File: config.mk
export PLATFORM = sky130hd
export DESIGN_NAME = sobel_frame_ctrl
export DESIGN_NICKNAME = d
export VERILOG_FILES = /design/src/rtl/sobel_frame_ctrl.sv
export SDC_FILE = /design/constraint.sdc
export NUM_CORES = 1
export LEC_CHECK = 0
export BUFFER_PORTS_ARGS = -buffer_cell sky130_fd_sc_hd__buf_2
export CAP_MARGIN = 20
export CELL_PAD_IN_SITES_DETAIL_PLACEMENT = 1
export CELL_PAD_IN_SITES_GLOBAL_PLACEMENT = 1
export CORE_AREA = 2 2 96 98
export DETAILED_ROUTE_END_ITERATION = 10
export DIE_AREA = 0 0 98 100
export GPL_ROUTABILITY_DRIVEN = 1
export GPL_TIMING_DRIVEN = 0
export PLACE_DENSITY_LB_ADDON = 0.1
export RECOVER_POWER = 25
export SLEW_MARGIN = 5
export SYNTH_ARGS = -nofsm -noshare
export SYNTH_HDL_FRONTEND = slang
export SYNTH_SLANG_ARGS = --single-unit
File: constraint.sdc
create_clock -name clk_i -period 5.9 [get_ports clk_i]
set_input_delay 0.295 -clock clk_i [delete_from_list [all_inputs] [get_ports clk_i]]
set_output_delay 0.295 -clock clk_i [all_outputs]
set_load 0.01 [all_outputs]
File: src/rtl/sobel_frame_ctrl.sv
// Frame-level controller for the sobel engine: IM/OM port ownership, engine reset/start
// sequencing, finish detection, write-pipeline drain and done/timeout reporting.
module sobel_frame_ctrl #(
    parameter int DATA_WIDTH     = 8,
    parameter int ADDR_WIDTH     = 16,
    parameter int DRAIN_CYCLES   = 2,
    parameter int TIMEOUT_CYCLES = 1 << 20,
    parameter int FRAME_CNT_W    = 16
) (
    input  logic                   clk_i,
    input  logic                   rst_ni,
    input  logic                   start_i,
    output logic                   busy_o,
    output logic                   done_o,
    output logic                   timeout_o,
    output logic [FRAME_CNT_W-1:0] frame_cnt_o,
    input  logic                   host_req_i,
    input  logic                   host_we_i,
    input  logic [ADDR_WIDTH-1:0]  host_addr_i,
    input  logic [DATA_WIDTH-1:0]  host_wdata_i,
    output logic                   host_gnt_o,
    output logic                   host_rvalid_o,
    output logic [DATA_WIDTH-1:0]  host_rdata_o,
    output logic                   eng_rst_no,
    input  logic                   eng_finish_i,
    input  logic [ADDR_WIDTH-1:0]  eng_rd_addr_i,
    output logic [DATA_WIDTH-1:0]  eng_rd_data_o,
    input  logic                   eng_wr_en_i,
    input  logic [ADDR_WIDTH-1:0]  eng_wr_addr_i,
    input  logic [DATA_WIDTH-1:0]  eng_wr_data_i,
    output logic                   im_we_o,
    output logic [ADDR_WIDTH-1:0]  im_addr_o,
    output logic [DATA_WIDTH-1:0]  im_wdata_o,
    input  logic [DATA_WIDTH-1:0]  im_rdata_i,
    output logic                   om_we_o,
    output logic [ADDR_WIDTH-1:0]  om_addr_o,
    output logic [DATA_WIDTH-1:0]  om_wdata_o,
    input  logic [DATA_WIDTH-1:0]  om_rdata_i
);

    // state | meaning
    // IDLE  | host owns IM/OM, engine held in reset, waiting for start_i
    // ARM   | one cycle: engine takes the memories, engine reset released at exit
    // RUN   | engine processing; bounded by the timeout counter
    // DRAIN | finish seen; OM writes still forwarded while the engine pipeline empties

    localparam int TO_W = $clog2(TIMEOUT_CYCLES + 1);
    localparam int DR_W = $clog2(DRAIN_CYCLES + 1);
    localparam logic [TO_W-1:0] TO_LAST = TO_W'(TIMEOUT_CYCLES - 1);
    localparam logic [DR_W-1:0] DR_LAST = DR_W'(DRAIN_CYCLES - 1);

    typedef enum logic [1:0] {S_IDLE, S_ARM, S_RUN, S_DRAIN} state_e;

    state_e                 state_q, state_d;
    logic [TO_W-1:0]        to_cnt_q, to_cnt_d;
    logic [DR_W-1:0]        dr_cnt_q, dr_cnt_d;
    logic                   eng_rst_n_q, eng_rst_n_d;
    logic                   timeout_q, timeout_d;
    logic                   done_q, done_d;
    logic                   rvalid_q, rvalid_d;
    logic [FRAME_CNT_W-1:0] frame_cnt_q, frame_cnt_d;

    always_ff @(posedge clk_i) begin
        if (!rst_ni) begin
            state_q     <= S_IDLE;
            to_cnt_q    <= '0;
            dr_cnt_q    <= '0;
            eng_rst_n_q <= 1'b0;
            timeout_q   <= 1'b0;
            done_q      <= 1'b0;
            rvalid_q    <= 1'b0;
            frame_cnt_q <= '0;
        end else begin
            state_q     <= state_d;
            to_cnt_q    <= to_cnt_d;
            dr_cnt_q    <= dr_cnt_d;
            eng_rst_n_q <= eng_rst_n_d;
            timeout_q   <= timeout_d;
            done_q      <= done_d;
            rvalid_q    <= rvalid_d;
            frame_cnt_q <= frame_cnt_d;
        end
    end

    always_comb begin
        state_d     = state_q;
        to_cnt_d    = '0;
        dr_cnt_d    = '0;
        eng_rst_n_d = eng_rst_n_q;
        timeout_d   = timeout_q;
        done_d      = 1'b0;
        frame_cnt_d = frame_cnt_q;
        rvalid_d    = host_req_i && !host_we_i && (state_q == S_IDLE);
        case (state_q)
            S_IDLE: begin
                eng_rst_n_d = 1'b0;
                if (start_i) begin
                    state_d   = S_ARM;
                    timeout_d = 1'b0;
                end
            end
            S_ARM: begin
                eng_rst_n_d = 1'b1;
                state_d     = S_RUN;
            end
            S_RUN: begin
                // A finish on the last allowed cycle still counts as a completed frame.
                if (eng_finish_i) begin
                    state_d = S_DRAIN;
                end else if (to_cnt_q == TO_LAST) begin
                    state_d     = S_IDLE;
                    timeout_d   = 1'b1;
                    eng_rst_n_d = 1'b0;
                end else begin
                    to_cnt_d = to_cnt_q + TO_W'(1);
                end
            end
            S_DRAIN: begin
                if (dr_cnt_q == DR_LAST) begin
                    state_d     = S_IDLE;
                    done_d      = 1'b1;
                    frame_cnt_d = frame_cnt_q + FRAME_CNT_W'(1);
                    eng_rst_n_d = 1'b0;
                end else begin
                    dr_cnt_d = dr_cnt_q + DR_W'(1);
                end
            end
            default: state_d = S_IDLE;
        endcase
    end

    always_comb begin
        busy_o        = (state_q != S_IDLE);
        host_gnt_o    = host_req_i && (state_q == S_IDLE);
        done_o        = done_q;
        timeout_o     = timeout_q;
        frame_cnt_o   = frame_cnt_q;
        eng_rst_no    = eng_rst_n_q;
        host_rvalid_o = rvalid_q;
        host_rdata_o  = om_rdata_i;
        eng_rd_data_o = im_rdata_i;
        im_wdata_o    = host_wdata_i;
        om_wdata_o    = eng_wr_data_i;
        if (state_q == S_IDLE) begin
            im_we_o   = host_req_i && host_we_i;
            im_addr_o = host_addr_i;
            om_we_o   = 1'b0;
            om_addr_o = host_addr_i;
        end else begin
            im_we_o   = 1'b0;
            im_addr_o = eng_rd_addr_i;
            om_we_o   = eng_wr_en_i;
            om_addr_o = eng_wr_addr_i;
        end
    end

endmodule

==> results.tsv <==
stage	metric	value	unit
sta	clock_skew	0.0113	ns
floorplanning	placementRows	35	
global_route	grt_usage	16.5	%
sta	worst-slew-pin-transition	0.796	ns
routing	wirelength	8.58	mm
clock_network	post_cts_buffers	0	
min_path	hp-class	in2reg	
clock_network	path_clk_slew	0.09	ns
routing	drc	0	
finish	layout-drive-gt1-share	31.0	%
critical_path	slowest_stage	clkbuf_1	
synth	synthFlopType	dfxtp_1	
routing	postRouteAntennaNets	0	
global_route	overflow	0	
pwr	power	0.715	mW
clock_network	cts_tree	yes	
run_status	outcome	completed	
pwr	p_comb_share	24.6	%
critical_path	end_kind	output port	
floorplanning	die_area	9800	um^2
sta	fin_crit	2.54	ns
critical_path	critPathLaunchType	flip-flop	
critical_path	r2r-end	to_cnt_q[10]	
critical_path	path_cells	clkbuf_1, nor2_1, clkbuf_1, clkbuf_1, nand2_1, nand2_1, buf_2	
global_route	antenna_found_initial	0	
synth	synthArstFlopShare	0	%
clock_network	hold_buffers	0	
critical_path	worstPathArrival	2.25	ns
sta	tns	0	ns
finish	nets	590	
placed_design	dpl.cell_count	604	
synth	synth_edf_count	0	
clock_network	clock_latency	0.31	ns
clock_network	postCtsResizedCells	0	
pwr	p_per_area	205	nW/um^2
critical_path	critPathMaxFanout	10	
synth	netlist.area_leader.share	35.0	%
pwr	sw_frac_of_total	29.6	%
synth	synth_most_common_cell	nand2_1	
floorplanning	ios	175	
pwr	power_leakage	1.61	nW
critical_path	cp_common_cell	clkbuf_1	
synth	ys_seq_area_share	35.0	%
synth	ys_seq_elements	45	
synth	ys_warn_count	0	
critical_path	crit_required	5.61	ns
floorplanning	core	8890	um^2
global_route	grt_max_degree	14	
sta	setup_viol	0	
critical_path	r2r_slack	3.70	ns
routing	dr_total_vias	2877	
finish	fillers	1190	
sta	slew_violations	0	
synth	syn_inst	351	
finish	finalNonFillerCells	611	
clock_network	cts_buffer_depth	2	
pwr	seqPwrFrac	42.9	%
floorplanning	start_util	29.0	%
synth	avgSynthCellArea	7.33	um^2
synth	yosysTopAreaCell	dfxtp_1	
critical_path	slowest_delay	0.43	ns
synth	synthTopCellsByArea	dfxtp_1 35%, nand2_1 14%, buf_4 9.3%	
global_route	grt_pass1_wl	13.3	mm
floorplanning	dieHeight	100	um
sta	hold_viol	0	
pwr	vdd_drop_max	0.0812	mV
floorplanning	fp.dieW	98	um
run	drv_cap	0	
placed_design	numPortBuffers	142	
finish	synthToLayoutAreaGrowth	35.4	%
clock_network	cts_root_buf	clkbuf_8	
sta	timing.final.crit_share	43.1	%
pwr	clkPwrFrac	32.4	%
synth	syn_nets	441	
clock_network	cts_buffers	5	
min_path	whs_endpoint	host_rvalid_o	
sta	max_slew_margin	46.6	%
finish	antennaDiodeCount	0	
routing	drt_pass1_iterations	4	
global_route	grt_pass1_vias	2759	
routing	routedWlPerCell	14.0	um
routing	drtIter0Drc	57	
pwr	switchingPower	0.212	mW
routing	viasPerCell	4.71	
synth	ys_top_cells_by_count	97 x nand2_1, 45 x dfxtp_1, 34 x nor2_1	
min_path	worst_hold_startpoint	host_we_i	
synth	netlist_area	2570	um^2
pwr	intPower	0.503	mW
clock_network	clock-sinks	45	
critical_path	crit_type	reg2out	
sta	rsz0062_at_grt	no	
min_path	hold_depth	2	
placed_design	gp_congestion	0.783	
placed_design	dp_hpwl	7.00	mm
sta	max_freq	393	MHz
critical_path	r2r_cells	5	
synth	ys_types	40	
clock_network	cts.htree.levels	2	
critical_path	r2r-start	to_cnt_q[6]	
layout make-up:
type	count	area, um^2	share of cell area, %
tap	111	139	3.98
multi-input combinational	252	1350	38.6
buffer	46	297	8.51
inverter	8	30.0	0.861
timing repair buffer	142	669	19.2
clock buffer	5	68.8	1.97
sequential	45	901	25.8
clock inverter	2	35.0	1.01
cells by family after synthesis:
group / count (synthesis) / synth area share (%)
flops: 45 / 35.0
buf+inv: 54 / 12.7
compound gates: 31 / 7.83
fa+ha+maj: 3 / 1.46
xor+xnor: 21 / 7.15
mux: 2 / 0.778
simple gates: 195 / 35.1
cell usage in the layout (no fill, tap or decap), drive strengths merged:
cell type    n
mux2i        2
nor4         3
nand2       97
dfxtp       45
o31a         1
and3         8
nor3         5
nand3       10
or2          1
nand2b       1
clkbuf      48
or4          6
xnor2       11
inv          7
o21bai       2
buf        145
o311a        1
nor3b        2
and2         3
a211oi       1
o21ai        6
ha           3
nand4b       1
o22a         1
nor4b        1
nand4       14
or3          6
and4         3
nor2        34
o31ai        5
clkinv       2
a21oi       11
a21o         2
bufinv       1
a221oi       1
xor2        10
flip-flops by register name, indices dropped and copies added (netlist names):
signal / flops
done_o: 1
dr_cnt_q: 2
eng_rst_no: 1
frame_cnt_o: 16
host_rvalid_o: 1
state_q: 2
timeout_o: 1
to_cnt_q: 21
power groups by stage:
stage / Clock, mW / Sequential [mW] / Combinational, mW
floorplan: 0 / 0.315 / 0.0961
global placement: 0 / 0.314 / 0.180
detailed placement: 0 / 0.314 / 0.182
CTS: 0.237 / 0.307 / 0.183
global route: 0.252 / 0.308 / 0.195
finish: 0.232 / 0.307 / 0.176
critical path: cells and delay by family, from the launching register on:
kind          cells  cell delay (ns)
buf+inv           4             1.17
simple gates      3             0.42
flops             1             0.33
metal layers:
layer | routed length (um) | GRT usage (%)
met3 | 502 | 2.92
met1 | 3590 | 19.8
met2 | 4380 | 30.6
met4 | 104 | 3.95
met5 | 0 | 0
worst max path at each step:
stage | startpoint | endpoint | slack (ns) | depth (start not counted)
2_1_floorplan | dr_cnt_q[0] | frame_cnt_o[11] | 3.99 | 6
3_3_place_gp | to_cnt_q[6] | to_cnt_q[6] | 3.67 | 5
3_5_place_dp | state_q[1] | om_addr_o[8] | 3.62 | 7
4_1_cts | state_q[1] | om_addr_o[8] | 3.26 | 7
5_1_grt | state_q[1] | om_addr_o[8] | 3.09 | 7
6_report | state_q[1] | om_addr_o[9] | 3.36 | 7
per-stage QoR:
stage	hold WS, ns	area (um^2)	util, %	worst slack (ns)
finish	0.159	3490	39.2	3.36
floorplan	0.371	2570	-	3.99
global placement	0.407	3420	38.5	3.67
global route	0.150	3490	39.2	3.09
CTS	0.153	3530	39.7	3.26
detailed placement	0.420	3420	38.5	3.62
Note: power is estimated with default switching activity, not from simulation.
